File: config.mk
export PLATFORM = sky130hd
export DESIGN_NAME = fetch_stage
export DESIGN_NICKNAME = d
export VERILOG_FILES = /design/src/rtl/fetch_stage_pkg.sv /design/src/rtl/fetch_next_pc.sv /design/src/rtl/fetch_stage.sv
export SDC_FILE = /design/constraint.sdc
export NUM_CORES = 1
export LEC_CHECK = 0
export ABC_AREA = 1
export CAP_MARGIN = 40
export CORE_MARGIN = 8
export CORE_UTILIZATION = 49
export CTS_BUF_LIST = sky130_fd_sc_hd__clkbuf_4 sky130_fd_sc_hd__clkbuf_8 sky130_fd_sc_hd__clkbuf_16
export DETAILED_ROUTE_END_ITERATION = 12
export HOLD_SLACK_MARGIN = 0.03
export PLACE_DENSITY_LB_ADDON = 0.12
export SLEW_MARGIN = 5
export SYNTH_ARGS = -nofsm -noshare
export SYNTH_HDL_FRONTEND = slang
export SYNTH_SLANG_ARGS = --single-unit
File: constraint.sdc
create_clock -name clk -period 3.3 [get_ports clk]
set_input_delay 0.495 -clock clk [delete_from_list [all_inputs] [get_ports clk]]
set_output_delay 0.495 -clock clk [all_outputs]
set_load 0.01 [all_outputs]
File: src/rtl/fetch_stage_pkg.sv
// -----------------------------------------------------------------------------
// fetch_stage_pkg
//   Shared definitions for the instruction fetch stage:
//     - DEFAULT_RESET_PC : boot vector used as the RESET_PC parameter default
//     - br_type_e        : branch condition codes driven by decode on de_b_type
//     - fetch_state_e    : fetch FSM state encodings (RST / BOOT / RUN)
//     - branch_offset()  : sign-extended, word-scaled branch displacement
// -----------------------------------------------------------------------------
package fetch_stage_pkg;

    localparam logic [31:0] DEFAULT_RESET_PC = 32'hBFC0_0000;

    // Branch condition codes. Any code other than BEQ compares for inequality.
    typedef enum logic [3:0] {
        BR_BNE = 4'b0000,
        BR_BEQ = 4'b0001
    } br_type_e;

    typedef enum logic [1:0] {
        ST_RST  = 2'd0,
        ST_BOOT = 2'd1,
        ST_RUN  = 2'd2
    } fetch_state_e;

    // 16-bit immediate -> signed byte displacement (word offset << 2).
    function automatic logic [31:0] branch_offset(input logic [15:0] off);
        return {{14{off[15]}}, off, 2'b00};
    endfunction

endpackage : fetch_stage_pkg

File: src/rtl/fetch_next_pc.sv
// -----------------------------------------------------------------------------
// fetch_next_pc
//   Purely combinational branch/jump resolution for the instruction that decode
//   currently holds (whose address is fe_pc).
//
//   Ports:
//     fe_pc        in  32  address of the instruction in decode
//     de_is_b      in   1  instruction is BEQ/BNE
//     de_is_j      in   1  instruction is J/JAL
//     de_is_jr     in   1  instruction is JR
//     de_b_type    in   4  branch condition code (BEQ compares equal, else not-equal)
//     de_b_offset  in  16  branch immediate (word offset)
//     de_j_index   in  26  jump index
//     de_rs_data   in  32  forwarded rs value
//     de_rt_data   in  32  forwarded rt value
//     taken        out  1  control transfer will happen
//     target       out 32  destination address (meaningful only when taken)
// -----------------------------------------------------------------------------
module fetch_next_pc
    import fetch_stage_pkg::*;
(
    input  logic [31:0] fe_pc,
    input  logic        de_is_b,
    input  logic        de_is_j,
    input  logic        de_is_jr,
    input  logic [3:0]  de_b_type,
    input  logic [15:0] de_b_offset,
    input  logic [25:0] de_j_index,
    input  logic [31:0] de_rs_data,
    input  logic [31:0] de_rt_data,
    output logic        taken,
    output logic [31:0] target
);

    logic [31:0] pc_plus4;
    logic        rs_eq_rt;
    logic        b_cond;

    assign pc_plus4 = fe_pc + 32'd4;
    assign rs_eq_rt = (de_rs_data == de_rt_data);
    assign b_cond   = (de_b_type == BR_BEQ) ? rs_eq_rt : !rs_eq_rt;
    assign taken    = de_is_j | de_is_jr | (de_is_b & b_cond);

    // J/JR/B are mutually exclusive from decode; the ordering below only
    // fixes a deterministic target should more than one ever be asserted.
    always_comb begin
        target = pc_plus4 + branch_offset(de_b_offset);
        if (de_is_j) begin
            target = {pc_plus4[31:28], de_j_index, 2'b00};
        end else if (de_is_jr) begin
            target = de_rs_data;
        end
    end

endmodule : fetch_next_pc

File: src/rtl/fetch_stage.sv
// -----------------------------------------------------------------------------
// fetch_stage
//   First stage of the 5-stage MIPS pipeline. Issues instruction-SRAM reads,
//   tags the returned data with its address for decode, redirects the PC one
//   instruction after a taken branch/jump (architectural delay slot) and
//   replays the held instruction while decode stalls.
//
//   Parameters:
//     RESET_PC         first instruction address after reset
//
//   Ports:
//     clk              in   1  clock
//     resetn           in   1  synchronous active-low reset
//     inst_sram_en     out  1  SRAM read enable
//     inst_sram_addr   out 32  read address (data returns next cycle)
//     inst_sram_rdata  in  32  data for the address issued last cycle
//     de_stall         in   1  decode holds its instruction this cycle
//     de_is_b/j/jr     in   1  decode instruction class
//     de_b_type        in   4  branch condition code
//     de_b_offset      in  16  branch immediate
//     de_j_index       in  26  jump index
//     de_rs_data       in  32  forwarded rs value
//     de_rt_data       in  32  forwarded rt value
//     fe_inst          out 32  instruction to decode (0 when !fe_valid)
//     fe_pc            out 32  address of fe_inst
//     fe_valid         out  1  fe_inst is a real instruction
//     fe_redirect      out  1  this cycle's issue address is a branch target
// -----------------------------------------------------------------------------
module fetch_stage
    import fetch_stage_pkg::*;
#(
    parameter logic [31:0] RESET_PC = DEFAULT_RESET_PC
) (
    input  logic        clk,
    input  logic        resetn,
    output logic        inst_sram_en,
    output logic [31:0] inst_sram_addr,
    input  logic [31:0] inst_sram_rdata,
    input  logic        de_stall,
    input  logic        de_is_b,
    input  logic        de_is_j,
    input  logic        de_is_jr,
    input  logic [3:0]  de_b_type,
    input  logic [15:0] de_b_offset,
    input  logic [25:0] de_j_index,
    input  logic [31:0] de_rs_data,
    input  logic [31:0] de_rt_data,
    output logic [31:0] fe_inst,
    output logic [31:0] fe_pc,
    output logic        fe_valid,
    output logic        fe_redirect
);

    fetch_state_e state_q, state_d;
    logic [31:0]  fe_pc_q, fe_pc_d;
    logic         fe_valid_q, fe_valid_d;
    logic         br_pend_q, br_pend_d;
    logic [31:0]  br_target_q, br_target_d;

    logic         issue_en;
    logic [31:0]  issue_addr;
    logic         issue_redirect;

    logic         np_taken;
    logic [31:0]  np_target;

    fetch_next_pc u_next_pc (
        .fe_pc       (fe_pc_q),
        .de_is_b     (de_is_b),
        .de_is_j     (de_is_j),
        .de_is_jr    (de_is_jr),
        .de_b_type   (de_b_type),
        .de_b_offset (de_b_offset),
        .de_j_index  (de_j_index),
        .de_rs_data  (de_rs_data),
        .de_rt_data  (de_rt_data),
        .taken       (np_taken),
        .target      (np_target)
    );

    // NOTE: every signal assigned in this block gets a default first, so no
    // path through the case leaves one unassigned and no latch is inferred.
    always_comb begin
        state_d        = state_q;
        fe_pc_d        = fe_pc_q;
        fe_valid_d     = fe_valid_q;
        br_pend_d      = br_pend_q;
        br_target_d    = br_target_q;
        issue_en       = 1'b0;
        issue_addr     = RESET_PC;
        issue_redirect = 1'b0;

        unique case (state_q)
            ST_RST: begin
                state_d     = ST_BOOT;
                fe_pc_d     = RESET_PC;
                fe_valid_d  = 1'b0;
                br_pend_d   = 1'b0;
                br_target_d = '0;
            end

            ST_BOOT: begin
                issue_en   = 1'b1;
                issue_addr = RESET_PC;
                fe_pc_d    = RESET_PC;
                fe_valid_d = 1'b1;
                state_d    = ST_RUN;
            end

            ST_RUN: begin
                issue_en = 1'b1;
                if (de_stall) begin
                    // Re-read the held instruction; a pending target waits.
                    issue_addr = fe_pc_q;
                end else if (br_pend_q) begin
                    issue_addr     = br_target_q;
                    issue_redirect = 1'b1;
                    br_pend_d      = 1'b0;
                end else begin
                    issue_addr = fe_pc_q + 32'd4;
                end
                fe_pc_d = issue_addr;

                // The delay slot is already in flight this cycle, so a taken
                // branch only arms br_pend; it issues on a later cycle. Placed
                // after the consume above so a branch in a delay slot re-arms.
                if (fe_valid_q && !de_stall && np_taken) begin
                    br_pend_d   = 1'b1;
                    br_target_d = np_target;
                end
            end

            default: begin
                state_d = ST_RST;
            end
        endcase
    end

    // NOTE: state registers use non-blocking assignments so every flop samples
    // the pre-edge values regardless of process evaluation order.
    always_ff @(posedge clk) begin
        if (!resetn) begin
            state_q     <= ST_RST;
            fe_pc_q     <= RESET_PC;
            fe_valid_q  <= 1'b0;
            br_pend_q   <= 1'b0;
            br_target_q <= '0;
        end else begin
            state_q     <= state_d;
            fe_pc_q     <= fe_pc_d;
            fe_valid_q  <= fe_valid_d;
            br_pend_q   <= br_pend_d;
            br_target_q <= br_target_d;
        end
    end

    // While resetn is low the outputs take their reset values immediately, so
    // a pending target can never be issued in the cycle reset is asserted.
    always_comb begin
        inst_sram_en   = issue_en;
        inst_sram_addr = issue_addr;
        fe_redirect    = issue_redirect;
        fe_pc          = fe_pc_q;
        fe_valid       = fe_valid_q;
        if (!resetn) begin
            inst_sram_en   = 1'b0;
            inst_sram_addr = RESET_PC;
            fe_redirect    = 1'b0;
            fe_pc          = RESET_PC;
            fe_valid       = 1'b0;
        end
    end

    assign fe_inst = fe_valid ? inst_sram_rdata : 32'd0;

endmodule : fetch_stage
==> results <==
[routing by layer]
metal	vias up	wire length, um	GRT usage (%)
met5	-	0	0
met2	542	14900	50.6
li1	5075	-	-
met3	86	3140	7.58
met1	4581	13100	37.4
met4	0	1430	13.5
[cell families after synthesis]
family	Yosys count	synth area share, %
compound gates	226	16.1
simple gates	761	40.6
buf+inv	318	15.4
flops	68	17.2
xor+xnor	40	4.43
fa+ha+maj	39	6.26
[sequential cells by signal, indices dropped and copies added, names as in the netlist]
signal,flops
br_pend_q,1
br_target_q,32
fe_pc_q,32
fe_valid_q,1
state_q,2
[cells in the final DEF (no fill, tap or decap), drive strengths merged, types with 5 or more instances in the layout]
cell and n:
nand4 24, clkdlybuf4s50 238, dlymetal6s2s 6, nand3 95, a221oi 9, clkinv 5
nand2 421, nor3 12, nor2 171, o21ai 54, a21oi 132, o211ai 6
nand3b 6, dfxtp 68, xor2 24, ha 38, inv 252, o221ai 19
buf 60, clkbuf 10, or2 28, xnor2 16
[critical path, cell delays in order, from the launching register on]
cell and delay (ps):
dfxtp_1 350, nand2_2 100, nor2_1 150, nand2_2 90, nor2_4 130, nand3_1 140, nor3_2 260, nand3_2 140
xor2_2 210, o21ai_0 130, or2_2 290, clkdlybuf4s50_1 480
[worst paths after layout]
| check | startpoint | end | cells after the start | slack (ps) |
|---|---|---|---|---|
| max reg2reg | fe_pc_q[3] | br_target_q[26] | 23 | 50 |
| max | fe_pc_q[5] | inst_sram_addr[27] | 11 | 4 |
| min | br_target_q[2] | br_target_q[2] | 2 | 480 |
| min reg2reg | br_target_q[2] | br_target_q[2] | 2 | 480 |
[cell type report]
cell class                      count  share of cell area (%)
Multi-Input combinational cell   1066                    48.8
Inverter                          256                    8.41
Clock inverter                      6                   0.970
Tap cell                          216                    2.35
Antenna cell                        1                  0.0218
Sequential cell                    68                    11.9
Timing Repair Buffer              305                    25.5
Clock buffer                       10                    2.08
[power by group]
| group | leakage [nW] | total [mW] | internal, mW | switching (mW) |
|---|---|---|---|---|
| clock network | 0.169 | 1.13 | 0.758 | 0.371 |
| registers | 0.550 | 0.963 | 0.890 | 0.0724 |
| logic | 4.89 | 1.98 | 0.802 | 1.17 |
| total | 5.60 | 4.07 | 2.45 | 1.62 |
[repair_timing]
item | CTS | global route
pin swaps | 0 | 4
hold endpoints to repair | 0 | 0
hold buffers | 0 | 0
gates cloned | 0 | 0
setup endpoints to repair | 5 | 28
buffers inserted | 0 | 7
resized for setup | 7 | 61
==> metrics.md <==
| Metric | Value |
|---|---|
| Die width | roughly 140 um |
| Post-Syn Area | roughly 0.0079 mm2 |
| Area growth syn-to-layout | 45.1% |
| Min Hold Slack | approximately 480 ps |
| Library cells used by synthesis | 39 |
| Initial core utilization | ~50% |
| RSZ-0062 raised after global routing | yes |
| Yosys top cell by area | nand2_1 |
| Min Tclk post-route | 3300 ps |
| CP Max Fanout | 4 |
| Cell Area, Placed | 0.0108 mm2 |
| Synth area leaders | nand2_1, dfxtp_1, inv_1 |
| Initial antenna violation count | 1 |
| Final Hold Violating Endpoints | 0 |
| PwrDens | approximately 350 mW/mm2 |
| Placement Setup Slack | between 80 and 90 ps |
| Routed WL per cell | roughly 17 um |
| Worst vdd ir | 0.000259 V |
| Routed Antenna Nets | 0 |
| Mapped Nets | ~1,600 |
| Area taken by multi-input logic gates | about 0.0056 mm2 |
| Slew Limit Headroom | 55.0% |
| Worst Clk Skew | 6.54 ps |
| Top_reg_cell synth | dfxtp_1 |
| Clock Pin Slew Worst Setup and Hold Paths | around 60 ps |
| FILL cells | between 1,000 and 1,500 |
| Max Cap Viol | 0 |
| Final critical-path share of the clock period | roughly 100% |
| Commonest cells post-synth | nand2_1, inv_1, nor2_1 |
| Most frequent cell after synthesis | nand2_1 |
| Placed insts | around 1,900 |
| Die area | 0.0205 mm2 |
| CTS sink count | 68 |
| Synth Register Bits | slightly below 70 |
| Share of layout cells above drive strength 1 | between 10% and 20% |
| Outcome | completed |
| Initial drt markers | roughly 1,100 |
| Total power | 4.07 mW |
| Post-DP HPWL | approximately 26,000 um |
| Asr flop ratio synth | 0% |
| TritonCTS clock tree | yes |
| Post-synthesis sequential area ratio | around 17% |
| Syn avg cell area | between 5 and 6 um2 |
| Leakage power | approximately 5.6 nW |
| Synth warnings | 0 |
| # rows | 46 |
| Setup TNS | 0 ps |
| Cells after synthesis | 1,452 |
| Post-synth top area share | 19.7% |
| Final WS setup | roughly 3.8 ps |
| Fin cells | 1,928 |
| Vias | about 10,000 |
| CP Capture Type | primary output |
| DR pass1 iterations | 6 |
| Post-layout nets | 1,893 |
| Clock Path Buffers | 2 |
| Top Ports | 247 |
| Hold Path Class | flip-flop to flip-flop |
| Inserted Clock Buffers | 9 |
| Count of pins over their slew limit | 0 |
| Number of port buffers | around 250 |
| Overall Global Routing Usage | between 30% and 40% |
| Placer Congestion | ~1 |
| Vias in the first global route | around 9,600 |
| GRT Residual Overflow | 0 |
| Final setup fails | 0 |
| Core ar. | approximately 0.016 mm2 |
| Slew @ Worst Pin | 674 ps |
| Clock root cell | clkbuf_16 |
| Worst Path Class, Setup | flip-flop to primary output |
| # H-tree levels | 3 |
| Pin count of the biggest net entering global routing | 51 |
| Critical Path RT | 2800 ps |
| Critical Path Source Type | flip-flop |
| First-pass GRT wire length | roughly 50,000 um |
| Register area | between 0.001 and 0.0015 mm2 |
| Clk Latency, worst-skew pair | about 340 ps |
| Maximum clock frequency | between 300 and 400 MHz |
| Final Util | between 70% and 80% |
| Drt total wl | around 33,000 um |
| Arrival time at the worst endpoint | about 2800 ps |
| Die H | 143 um |
| Post-synth EDFFs | 0 |
| DRC | 0 |
| Vias per cell | 5.33 |
| Final instance area | between 0.01 and 0.015 mm2 |
Power figures use the tool's default switching activity.
